### config.mk
export PLATFORM = sky130hd
export DESIGN_NAME = div_voice_scheduler
export DESIGN_NICKNAME = d
export VERILOG_FILES = /design/src/rtl/synth_div_defs.sv /design/src/rtl/rr_arbiter.sv /design/src/rtl/div_voice_scheduler.sv
export SDC_FILE = /design/constraint.sdc
export NUM_CORES = 1
export LEC_CHECK = 0
export BUFFER_PORTS_ARGS = -buffer_cell sky130_fd_sc_hd__buf_2
export CORE_MARGIN = 5
export CORE_UTILIZATION = 54
export CTS_BUF_LIST = sky130_fd_sc_hd__clkbuf_4 sky130_fd_sc_hd__clkbuf_8
export DETAILED_ROUTE_END_ITERATION = 10
export PLACE_DENSITY = 0.88
export SYNTH_ARGS = -nofsm -noshare
export SYNTH_HDL_FRONTEND = slang
export SYNTH_SLANG_ARGS = --single-unit
### constraint.sdc
create_clock -name ctl_clk -period 4.7 [get_ports ctl_clk]
set_input_delay 0.94 -clock ctl_clk [delete_from_list [all_inputs] [get_ports ctl_clk]]
set_output_delay 0.94 -clock ctl_clk [all_outputs]
set_load 0.01 [all_outputs]
### src/rtl/synth_div_defs.sv
// synth_div_defs: shared FSM encodings, default operand width and the
// per-voice slice macro used by the multiplier/divider wrappers.
`ifndef SYNTH_DIV_DEFS_SV
`define SYNTH_DIV_DEFS_SV
`define SDD_SLICE(bus, i, w) bus[(i)*(w) +: (w)]
package synth_div_defs;
  localparam int C_WIDTH_DEF = 8;
  typedef enum logic [1:0] {IDLE = 2'd0, WAIT = 2'd1, DONE = 2'd2} div_state_t;
endpackage
`endif

### src/rtl/rr_arbiter.sv
// rr_arbiter: combinational round-robin pick of the first request at or after ptr.
module rr_arbiter #(
  parameter int N = 4,
  localparam int IW = $clog2(N)
) (
  input  logic [N-1:0]  req,
  input  logic [IW-1:0] ptr,
  output logic [N-1:0]  gnt,
  output logic [IW-1:0] idx,
  output logic          any
);
  always_comb begin
    idx = '0;
    for (int k = N - 1; k >= 0; k--)
      if (req[(int'(ptr) + k) % N]) idx = IW'((int'(ptr) + k) % N);
    any = |req;
    gnt = any ? N'(1) << idx : '0;
  end
endmodule

### src/rtl/div_voice_scheduler.sv
// div_voice_scheduler: round-robin sharing of one array divider among synth voices.
// Optional DIV_ZERO_DETECT_EN: b==0 bypasses the divider (q=all-ones, r=dividend).
module div_voice_scheduler import synth_div_defs::*; #(
  parameter int C_WIDTH     = C_WIDTH_DEF,
  parameter int N_VOICES    = 4,
  parameter int DIV_LATENCY = 2
) (
  input  logic                          ctl_clk,
  input  logic                          reset,
  input  logic [N_VOICES-1:0]           req,
  input  logic [N_VOICES*C_WIDTH-1:0]   voice_a,
  input  logic [N_VOICES*C_WIDTH-1:0]   voice_b,
  output logic [C_WIDTH-1:0]            div_a,
  output logic [C_WIDTH-1:0]            div_b,
  input  logic [C_WIDTH-1:0]            div_q,
  input  logic [C_WIDTH-1:0]            div_r,
  output logic [N_VOICES*C_WIDTH-1:0]   q_out,
  output logic [N_VOICES*C_WIDTH-1:0]   r_out,
  output logic [N_VOICES-1:0]           done,
  output logic [N_VOICES-1:0]           overrun,
  output logic                          busy
);
  localparam int IW = $clog2(N_VOICES);
  localparam int CW = DIV_LATENCY > 1 ? $clog2(DIV_LATENCY) : 1;
  div_state_t state, state_n;
  logic [N_VOICES-1:0] pending, gnt, clr;
  logic [IW-1:0] ptr, idx, g;
  logic [CW-1:0] cnt;
  logic any, zero;
  logic [C_WIDTH-1:0] a_sel, b_sel;
  rr_arbiter #(.N(N_VOICES)) u_arb (.req(pending), .ptr(ptr), .gnt(gnt), .idx(idx), .any(any));
  assign a_sel = `SDD_SLICE(voice_a, idx, C_WIDTH);
  assign b_sel = `SDD_SLICE(voice_b, idx, C_WIDTH);
`ifdef DIV_ZERO_DETECT_EN
  assign zero = b_sel == '0;
`else
  assign zero = 1'b0;
`endif
  assign clr  = state == IDLE ? gnt : '0;
  assign done = state == DONE ? N_VOICES'(1) << g : '0;
  assign busy = state != IDLE || |pending;
  always_comb
    state_n = state == IDLE ? (any ? (zero ? DONE : WAIT) : IDLE)
            : state == WAIT ? (cnt == '0 ? DONE : WAIT) : IDLE;
  always_ff @(posedge ctl_clk)
    if (!reset) state <= IDLE;
    else state <= state_n;
  // a request landing on its own grant cycle is a fresh request, not an overrun
  always_ff @(posedge ctl_clk)
    if (!reset) begin
      pending <= '0;
      overrun <= '0;
      ptr     <= '0;
      g       <= '0;
      cnt     <= '0;
      div_a   <= '0;
      div_b   <= '0;
      q_out   <= '0;
      r_out   <= '0;
    end else begin
      pending <= (pending & ~clr) | req;
      overrun <= overrun | (req & pending & ~clr);
      if (state == IDLE && any) begin
        g     <= idx;
        div_a <= a_sel;
        div_b <= b_sel;
        cnt   <= CW'(DIV_LATENCY - 1);
        ptr   <= idx == IW'(N_VOICES - 1) ? '0 : idx + 1'b1;
        if (zero) begin
          `SDD_SLICE(q_out, idx, C_WIDTH) <= '1;
          `SDD_SLICE(r_out, idx, C_WIDTH) <= a_sel;
        end
      end else if (state == WAIT) begin
        if (cnt == '0) begin
          `SDD_SLICE(q_out, g, C_WIDTH) <= div_q;
          `SDD_SLICE(r_out, g, C_WIDTH) <= div_r;
        end else cnt <= cnt - 1'b1;
      end
    end
endmodule

==> impl_metrics.prom <==
# TYPE chip_impl_metric gauge
chip_impl_metric{name="post_synth_fa_ha_maj_area_fraction",unit="%"} 2.32
chip_impl_metric{name="yosys.cell_types.count",unit=""} 33
chip_impl_metric{name="timing.final.crit_period",unit="ps"} 3050
chip_impl_metric{name="num_antenna_cells",unit=""} 0
chip_impl_metric{name="register_area_share_after_synthesis",unit="%"} 44.0
chip_impl_metric{name="die_w",unit="um"} 99.5
chip_impl_info{name="final_cell_mix",value="sky130_fd_sc_hd__buf_2 (174), sky130_fd_sc_hd__dfxtp_1 (95), sky130_fd_sc_hd__nand2_1 (74)"} 1
chip_impl_info{name="critical-path-slowest-cell",value="sky130_fd_sc_hd__or3_1"} 1
chip_impl_metric{name="floorplan.rows",unit=""} 32
chip_impl_metric{name="die_height",unit="um"} 99.5
chip_impl_info{name="holdCritStartpoint",value="r_out[29]$_SDFFE_PN0P_"} 1
chip_impl_metric{name="synthesis.yosys.warnings",unit=""} 0
chip_impl_metric{name="clock_tree.htree_level_count",unit=""} 3
chip_impl_metric{name="synth.avg_cell_area",unit="um2"} 8.95
chip_impl_metric{name="gr-usage-all-layers",unit="%"} 24.8
chip_impl_metric{name="crit_path_max_fanout",unit=""} 25
chip_impl_metric{name="least_margin_pin_slew",unit="ps"} 1240
chip_impl_metric{name="clkLatencyLatePin",unit="ps"} 370
chip_impl_metric{name="place.detailed.instances",unit=""} 720
chip_impl_metric{name="iteration_count_of_the_initial_detailed_routing_pass",unit=""} 4
chip_impl_info{name="worst_path_most_repeated_cell",value="sky130_fd_sc_hd__a21oi_1"} 1
chip_impl_metric{name="grt_pass1_vias",unit=""} 4156
chip_impl_metric{name="finalHoldViolations",unit=""} 0
chip_impl_metric{name="final.period_utilization",unit="%"} 64.9
chip_impl_metric{name="total_neg_setup_slack",unit="ps"} 0
chip_impl_metric{name="number_of_flip_flops_and_latches_in_the_synthesized_netlist",unit=""} 95
chip_impl_metric{name="coreArea",unit="um2"} 7770
chip_impl_metric{name="cts_made_buffers",unit=""} 9
chip_impl_metric{name="finalNonFillerCells",unit=""} 736
chip_impl_info{name="crit_chain",value="nand2b_1 -> a21oi_1 -> or3_1 -> inv_2 -> ha_1 -> a21boi_0 -> a21oi_1 -> nor2b_1"} 1
chip_impl_info{name="endpoint_kind",value="flip-flop"} 1
chip_impl_metric{name="postRouteAntennaNets",unit=""} 0
chip_impl_metric{name="ctsResizeCount",unit=""} 0
chip_impl_info{name="r2r_start",value="ptr[1]$_SDFFE_PN0P_"} 1
chip_impl_metric{name="area_growth",unit="%"} 24.4
chip_impl_info{name="synth_top_family_by_area",value="compound AO/OA/AOI/OAI gates"} 1
chip_impl_metric{name="synthSimpleGateAreaFrac",unit="%"} 21.1
chip_impl_metric{name="syn_area",unit="um2"} 4320
chip_impl_metric{name="fmax",unit="GHz"} 0.328
chip_impl_metric{name="fp.dieArea",unit="um2"} 9890
chip_impl_info{name="rsz0062_at_grt",value="no"} 1
chip_impl_info{name="critPathLaunch",value="ptr[1]$_SDFFE_PN0P_"} 1
chip_impl_metric{name="cellLeakagePower",unit="uW"} 0.00230
chip_impl_metric{name="floorplan.initialDensity",unit="%"} 55.6
chip_impl_metric{name="finClkSkew",unit="ps"} 18.8
chip_impl_metric{name="detailed_place_hpwl",unit="mm"} 9.20
chip_impl_info{name="status",value="finished, final reports clean"} 1
chip_impl_metric{name="synth_edf_count",unit=""} 0
chip_impl_metric{name="postSynth.asyncResetShare",unit="%"} 0
chip_impl_info{name="tritoncts",value="built"} 1
chip_impl_metric{name="synth.net_count",unit=""} 577
chip_impl_metric{name="cp.arrival",unit="ps"} 3350
chip_impl_info{name="critical_path.top_delay_family",value="simple AND/OR/NAND/NOR gates"} 1
chip_impl_metric{name="routed_wl",unit="mm"} 12.3
chip_impl_metric{name="timing.critical_path.buf_inv",unit=""} 1
chip_impl_info{name="clock-root-buffer",value="sky130_fd_sc_hd__clkbuf_8"} 1
chip_impl_metric{name="syn-instance-count",unit=""} 483
chip_impl_metric{name="synth.mux.area_fraction",unit="%"} 5.33
chip_impl_metric{name="nNetsFinal",unit=""} 723
chip_impl_metric{name="port_buffers",unit=""} 174
chip_impl_metric{name="post_drt_wl_per_cell",unit="um"} 16.8
chip_impl_metric{name="wire_length_of_the_first_global_routing_pass",unit="mm"} 20.1
chip_impl_info{name="final_common_cell",value="sky130_fd_sc_hd__buf_2"} 1
chip_impl_metric{name="io_pins",unit=""} 175
chip_impl_metric{name="cp_slowest_stage_delay",unit="ps"} 1000
chip_impl_metric{name="worst_slew_margin_rel",unit="%"} 17.2
chip_impl_info{name="critPathKind",value="flip-flop to flip-flop"} 1
chip_impl_metric{name="setup_viol",unit=""} 0
chip_impl_metric{name="grt_start_max_net_pins",unit=""} 69
chip_impl_metric{name="place_congestion",unit=""} 0.804
chip_impl_info{name="yosys.area.top_type",value="sky130_fd_sc_hd__dfxtp_1"} 1
chip_impl_metric{name="detailroute.via_count",unit=""} 4198
chip_impl_metric{name="num-fill-cells",unit=""} 633
chip_impl_metric{name="cts-root-to-sink-buffers",unit=""} 2
chip_impl_metric{name="antenna_found_initial",unit=""} 0
chip_impl_info{name="hold_path_class",value="flip-flop to flip-flop"} 1
chip_impl_metric{name="max_cap_viol_count",unit=""} 0
chip_impl_metric{name="synth_top_area_share",unit="%"} 44.0
chip_impl_metric{name="synth-compound-area-share",unit="%"} 22.4
chip_impl_metric{name="drt-initial-drc-count",unit=""} 204
chip_impl_info{name="post_synth_main_area_contributors",value="sky130_fd_sc_hd__dfxtp_1 (44%), sky130_fd_sc_hd__a21boi_0 (11%), sky130_fd_sc_hd__nand3_1 (8.3%), sky130_fd_sc_hd__nand2_1 (6.4%), sky130_fd_sc_hd__mux2i_1 (5.3%)"} 1
chip_impl_metric{name="route.detailed.drc",unit=""} 0
chip_impl_metric{name="ctsHoldBuffers",unit=""} 0
chip_impl_metric{name="worst_setup_hold_path_clk_slew",unit="ps"} 100
chip_impl_metric{name="postCtsSetupRepairBufs",unit=""} 0
chip_impl_metric{name="max-vdd-ir-drop",unit="V"} 0.000184
chip_impl_info{name="critPathLaunchType",value="flip-flop"} 1
chip_impl_metric{name="layout-drive-gt1-share",unit="%"} 32.3
chip_impl_info{name="synth_ff_type",value="sky130_fd_sc_hd__dfxtp_1"} 1
chip_impl_metric{name="yosys.area_share.xor_xnor",unit="%"} 0
chip_impl_metric{name="p_per_cell_area",unit="nW/um2"} 356
chip_impl_metric{name="timing_max_transition_violations_final",unit=""} 0
chip_impl_metric{name="detail_routed_via_count_per_cell",unit=""} 5.70
chip_impl_metric{name="required_time_reported_for_the_critical_path_endpoint",unit="ps"} 5000
chip_impl_metric{name="grt.overflow.total",unit=""} 0
chip_impl_metric{name="clock_sink_count",unit=""} 95
metrics by stage:
step / utilization [%] / hold WS, ps / total power, uW / instance area (um2) / setup WS, ps
3_5_place_dp: 66.4 / 443 / 1350 / 5160 / 1680
4_1_cts: 69.2 / 453 / 1930 / 5380 / 1670
5_1_grt: 69.2 / 487 / 2010 / 5380 / 1380
6_report: 69.2 / 450 / 1910 / 5380 / 1650
2_1_floorplan: - / 457 / 1200 / 4320 / 2720
3_3_place_gp: 66.4 / 434 / 1330 / 5160 / 1880
synth_stat cells, drive strengths merged, types with 2 or more instances:
| master | instances |
|---|---|
| a2111oi | 10 |
| a211oi | 10 |
| a21boi | 69 |
| a21oi | 6 |
| a22o | 3 |
| and2 | 13 |
| buf | 12 |
| clkbuf | 29 |
| dfxtp | 95 |
| ha | 8 |
| inv | 4 |
| mux2i | 23 |
| nand2 | 74 |
| nand2b | 3 |
| nand3 | 72 |
| nor2 | 4 |
| nor2b | 3 |
| nor3 | 2 |
| nor3b | 3 |
| nor4b | 10 |
| o21a | 5 |
| o21ai | 12 |
| o221ai | 6 |
| o31a | 2 |
state kept, by name, indices dropped and copies added, names as in the netlist:
signal / cells
overrun: 4
q_out: 32
cnt: 1
div_a: 8
pending: 4
div_b: 8
state: 2
r_out: 32
g: 2
ptr: 2
area by class of cell:
cell class / instances / area (um2) / share of cell area [%]
Inverter: 4 / 15.0 / 0.279
Multi-Input combinational cell: 343 / 2230 / 41.5
Sequential cell: 95 / 1900 / 35.4
Clock inverter: 7 / 92.6 / 1.72
Timing Repair Buffer: 176 / 886 / 16.5
Tap cell: 102 / 128 / 2.37
Clock buffer: 9 / 124 / 2.30
power breakdown:
group	leakage (uW)	internal, uW	switching [uW]
Sequential	0.000773	860	40.2
Combinational	0.00142	168	261
Clock	0.000112	264	321
kinds of logic after synthesis:
kind of cell	count (synthesis)
AO/OA/AOI/OAI	125
adder cells (fa/ha/maj)	8
multiplexers	23
AND/OR/NAND/NOR	187
buffers and inverters	45
flip-flops	95
per-layer routing:
metal	share of wire, %	global-route usage, %	vias up	wire length [um]
met2	48	41.6	215	5930
met3	9.6	6.10	25	1180
met5	0	0	-	0
met4	2.2	8.72	0	266
met1	40	31.1	1944	4950
li1	-	-	2014	-
worst min-delay path: cells and delay by family, from the launching register on:
family / cells / cell delay [ps]
DFF: 1 / 320
AOI/OAI and AO/OA: 1 / 50
and+or+nand+nor: 1 / 50
worst paths after layout:
path	endpoint	slack, ps	cells past startpoint
worst min-delay path	r_out[29]$_SDFFE_PN0P_	450	2
worst min register to register	r_out[29]$_SDFFE_PN0P_	450	2
worst max register to register	overrun[3]$_SDFF_PN0_	1650	8
worst max-delay path	overrun[3]$_SDFF_PN0_	1650	8
No activity file was read; power rests on OpenSTA's default activity.
